**config.mk**
```make
export PLATFORM = sky130hd
export DESIGN_NAME = restoring_div16
export DESIGN_NICKNAME = d
export VERILOG_FILES = /design/src/rtl/restoring_div16.sv
export SDC_FILE = /design/constraint.sdc
export NUM_CORES = 1
export LEC_CHECK = 0
export CAP_MARGIN = 20
export CORE_AREA = 5 5 121 123
export CTS_BUF_LIST = sky130_fd_sc_hd__clkbuf_16
export CTS_CLUSTER_SIZE = 25
export DETAILED_ROUTE_END_ITERATION = 8
export DIE_AREA = 0 0 126 128
export GPL_TIMING_DRIVEN = 1
export HOLD_SLACK_MARGIN = 0.12
export SETUP_SLACK_MARGIN = 0.05
export SLEW_MARGIN = 5
export SYNTH_ARGS = -nofsm -noshare
export SYNTH_HDL_FRONTEND = slang
export SYNTH_SLANG_ARGS = --single-unit
```
**constraint.sdc**
```tcl
create_clock -name clk -period 7.12 [get_ports clk]
set_clock_uncertainty 0.1 [all_clocks]
set_input_delay 1.068 -clock clk [delete_from_list [all_inputs] [get_ports clk]]
set_output_delay 1.068 -clock clk [all_outputs]
set_load 0.01 [all_outputs]
```
**src/rtl/restoring_div16.sv**
```systemverilog
// Restoring unsigned divider: one quotient bit per clock, WIDTH cycles per
// operation, plus a one-cycle DONE state that pulses done with the results.
// A zero divisor short-circuits straight to DONE with a saturated quotient.
module restoring_div16 #(
    parameter int WIDTH = 16
) (
    input  logic             clk,
    input  logic             rst,
    input  logic             start,
    input  logic [WIDTH-1:0] dividend,
    input  logic [WIDTH-1:0] divisor,
    output logic             busy,
    output logic             done,
    output logic [WIDTH-1:0] quotient,
    output logic [WIDTH-1:0] remainder,
    output logic             div_by_zero
);

    localparam int CW = $clog2(WIDTH + 1);

    typedef enum logic [1:0] {
        S_IDLE = 2'd0,
        S_RUN  = 2'd1,
        S_DONE = 2'd2
    } state_t;

    state_t           state_q;
    logic [WIDTH:0]   a_q;        // partial remainder, one guard bit for the sign of the trial subtract
    logic [WIDTH-1:0] q_q;        // dividend shifting out / quotient shifting in
    logic [WIDTH-1:0] m_q;        // latched divisor
    logic [CW-1:0]    cnt_q;
    logic             busy_q;
    logic             done_q;
    logic [WIDTH-1:0] quot_q;
    logic [WIDTH-1:0] rem_q;
    logic             dbz_q;

    logic [WIDTH:0]   a_sh;
    logic [WIDTH:0]   t_d;
    logic [WIDTH:0]   a_d;
    logic [WIDTH-1:0] q_d;
    logic             last_step;
    logic             accept;

    // One restoring step: shift {A,Q}, trial-subtract M, keep the difference
    // only if it did not go negative.
    always_comb begin
        a_sh = (a_q << 1) | {{WIDTH{1'b0}}, q_q[WIDTH-1]};
        t_d  = a_sh - {1'b0, m_q};
        a_d  = a_sh;
        q_d  = {q_q[WIDTH-2:0], 1'b0};
        if (!t_d[WIDTH]) begin
            a_d    = t_d;
            q_d[0] = 1'b1;
        end
    end

    assign last_step = (cnt_q == CW'(WIDTH - 1));
    // DONE accepts a new request exactly like IDLE so operations can run back to back.
    assign accept    = start && (state_q == S_IDLE || state_q == S_DONE);

    // Controller FSM with registered busy/done and result registers.
    always_ff @(posedge clk) begin
        if (rst) begin
            state_q <= S_IDLE;
            a_q     <= '0;
            q_q     <= '0;
            m_q     <= '0;
            cnt_q   <= '0;
            busy_q  <= 1'b0;
            done_q  <= 1'b0;
            quot_q  <= '0;
            rem_q   <= '0;
            dbz_q   <= 1'b0;
        end else begin
            case (state_q)
                S_IDLE, S_DONE: begin
                    done_q <= 1'b0;
                    busy_q <= 1'b0;
                    if (state_q == S_DONE) state_q <= S_IDLE;
                    if (accept) begin
                        if (divisor == '0) begin
                            state_q <= S_DONE;
                            done_q  <= 1'b1;
                            quot_q  <= '1;
                            rem_q   <= dividend;
                            dbz_q   <= 1'b1;
                        end else begin
                            state_q <= S_RUN;
                            busy_q  <= 1'b1;
                            a_q     <= '0;
                            q_q     <= dividend;
                            m_q     <= divisor;
                            cnt_q   <= '0;
                        end
                    end
                end
                S_RUN: begin
                    a_q   <= a_d;
                    q_q   <= q_d;
                    cnt_q <= cnt_q + 1'b1;
                    if (last_step) begin
                        state_q <= S_DONE;
                        busy_q  <= 1'b0;
                        done_q  <= 1'b1;
                        quot_q  <= q_d;
                        rem_q   <= a_d[WIDTH-1:0];
                        dbz_q   <= 1'b0;
                    end
                end
                default: begin
                    state_q <= S_IDLE;
                    busy_q  <= 1'b0;
                    done_q  <= 1'b0;
                end
            endcase
        end
    end

    assign busy        = busy_q;
    assign done        = done_q;
    assign quotient    = quot_q;
    assign remainder   = rem_q;
    assign div_by_zero = dbz_q;

endmodule

```
==> flow_metrics.py <==
metrics = {
    "sta": {
        "final.setup.worst_slack_ns": 3.577,
        "post-route-min-period_ns": 3.543,
        "post-route-period-util_pct": 49.76,
        "slew_viol_final": 0,
        "final.setup.tns_ns": 0,
        "timing.final.hold_violations": 0,
        "rsz0062_at_grt": "false",
        "relSlewSlack_pct": 34.37,
        "fmax_ghz": 0.2822,
        "setup_viol": 0,
        "worst_pin_slew_ns": 0.9808,
    },
    "cells_and_area": {
        "nets": 683,
        "fillers": 1439,
        "drive_above_1_share_pct": 5.047,
        "num_antenna_cells": 0,
        "multi_input_area_mm2": 0.002525,
        "area_growth_pct": 23.54,
        "seqCellArea_mm2": 0.001802,
    },
    "synth": {
        "synth_common_cells": "102 x nand2_1, 90 x dfxtp_1, 64 x nor2_1, 44 x a21oi_1, 31 x nor3_1",
        "synth-seq-cells": 90,
        "synthesis.nets": 633,
        "synthCells": 579,
        "synth_cell_types": 53,
        "synth_top_area_share_pct": 39.38,
        "synth_edf_count": 0,
        "seq_area_frac_synth_pct": 39.38,
        "syn_avg_cell_area_um2": 7.903,
        "synthTopCellsByArea": "dfxtp_1 39%, nand2_1 8.4%, nor2_1 5.3%, ha_1 4.9%, a21oi_1 4.8%",
        "synth_warnings": 0,
        "yosysMostFrequentCell": "nand2_1",
        "synth_area_mm2": 0.004576,
        "synth_flop_cell": "dfxtp_1",
        "yosys.area.top_type": "dfxtp_1",
        "async_flop_share_pct": 0,
    },
    "drt": {
        "drcViolationCount": 0,
        "vias": 4301,
        "vias_per_cell": 5.284,
        "wl_per_cell_um": 15.57,
        "ant_nets": 0,
        "routed_wl_um": 12670,
        "first_iter_violations": 316,
        "detail_route.first_pass.iterations": 5,
    },
    "floorplanning": {
        "die_x_um": 126,
        "dieArea_mm2": 0.01613,
        "io_pins": 70,
        "core_mm2": 0.01356,
        "row_count": 43,
        "die_y_um": 128,
        "start_util_pct": 33.75,
    },
    "grt": {
        "busiest_layer": "met2",
        "first_global_vias": 4187,
        "grt-ovfl-total": 0,
        "grt_max_degree": 65,
        "grt_util_met3_pct": 3.125,
        "grt_usage_pct": 15.69,
        "grt_pass1_wl_um": 20720,
        "antenna_found_initial": 0,
        "use_met1_pct": 19.79,
        "grtUsageMet2_pct": 26.92,
    },
    "placement": {
        "place_hpwl_um": 9408,
        "gp_congestion": 0.7530,
        "pre_cts_slack_ns": 3.231,
        "portBuffers": 69,
    },
    "flow_run": {
        "drv_cap": 0,
    },
    "worst_hold_path": {
        "hold_class": "flip-flop to flip-flop",
    },
    "clocking": {
        "cts_tree": "yes",
        "cts-root-buf": "clkbuf_16",
        "cts_sinks": 90,
        "clk_latency_ns": 0.35,
        "max-clock-path-buffers": 2,
        "htreeDepth": 3,
        "post_cts_buffers": 0,
        "numCtsBuffers": 9,
        "holdBufCountCts": 0,
        "post_cts_resized": 0,
        "clk_pin_slew_worst_paths_ns": 0.06,
    },
    "setup_path": {
        "cp_common_cell": "nand2_1",
        "slowest_delay_ns": 0.77,
        "path_cells": "clkdlybuf4s50_1, nor4_1, nand4_1, nand2_1, nand2_1, nor2_1, nand2_1, o21ai_0",
        "slowest_stage": "nor2_1",
        "crit_fanout": 16,
        "worstSetupPathType": "input pin to flip-flop",
        "crit_path_start_kind": "input pin",
        "cp_num_buf_inv": 1,
        "path_delay_family": "simple AND/OR/NAND/NOR gates",
        "worstPathRequired_ns": 7.28,
        "crit_arrival_ns": 3.71,
        "cp-end-kind": "flip-flop",
    },
    "power": {
        "leakage_uw": 0.002120,
        "ir_drop_v": 0.0002066,
        "power_density_mw_per_mm2": 401.1,
    },
    "status": {
        "status": "completed",
    },
}
==> where the power goes <==
part | switching, µW | total [µW] | internal, µW
Combinational | 738 | 1200 | 459
Sequential | 54.6 | 611 | 556
Clock | 217 | 460 | 243
==> cell usage in the layout (no fill, tap or decap), drive strengths merged, types with 9 or more instances in the layout <==
cell,Yosys,final
ha,18,18
a311oi,15,15
mux2i,16,16
o21ai,28,28
o22ai,11,11
nand2,102,102
nor2,64,64
inv,21,25
dfxtp,90,90
a21oi,45,45
clkdlybuf4s50,0,68
clkbuf,27,9
nor3,31,31
==> worst register-to-register path: stages, from the launching register on <==
cell       delay [ns]
dfxtp_1          0.35
inv_1            0.07
ha_1             0.15
inv_1            0.05
fa_1             0.42
a211oi_1         0.30
o211ai_1         0.26
and3_1           0.25
o211ai_2         0.15
buf_4            0.35
mux2i_1          0.20
a2111oi_2        0.37
==> cells by family (layout without fill, tap and decap cells) <==
family                     Yosys count  in the layout  share of synthesized area [%]
AOI/OAI and AO/OA                  149            149                          21.49
xor gates and xnor gates            12             12                          2.297
adders and majority gates           19             19                          5.360
buffers and inverters               58            113                          5.551
DFF                                 90             90                          39.38
muxes                               17             17                          3.746
and+or+nand+nor                    234            234                          22.18
==> flip-flops by register name, summed over array words and instances (netlist names) <==
register	count
done	1
quotient	16
state_q	2
m_q	16
busy	1
remainder	16
a_q	16
q_q	16
cnt_q	5
div_by_zero	1
==> through the flow <==
stage                     hold WS, ns  power (µW)  instance area [µm²]  util (%)  cells
final                          0.3546        2268                 5653     41.69    814
after floorplan                0.3284        1625                 4576         -    579
after detailed placement       0.3498        1810                 5369     39.60    798
after global routing           0.3789        2430                 5653     41.69    814
after CTS                      0.3592        2276                 5653     41.69    814
after global placement         0.3468        1802                 5369     39.60    798
==> final timing paths <==
path | startpoint | end | slack [ns] | cells after the start
max | divisor[10] | a_q[12]$_SDFFE_PP0P_ | 3.58 | 8
min | m_q[6]$_SDFFE_PP0P_ | m_q[6]$_SDFFE_PP0P_ | 0.35 | 2
max reg2reg | q_q[15]$_SDFFE_PP0P_ | remainder[13]$_SDFFE_PP0P_ | 4.02 | 11
min reg2reg | m_q[6]$_SDFFE_PP0P_ | m_q[6]$_SDFFE_PP0P_ | 0.35 | 2
==> per-layer routing <==
metal,vias to the layer above,part of all wire (%)
met4,0,1.6
met2,100,49
met1,2035,45
met3,14,4.0
li1,2152,-
met5,-,0
==> final cells by class <==
class,count,share of cell area [%]
tap,180,3.984
clock buffer,9,3.984
sequential,90,31.87
clock inverter,7,1.040
multi-input combinational,431,44.67
timing repair buffer,76,13.06
inverter,21,1.394
No activity file was read; power rests on OpenSTA's default activity.
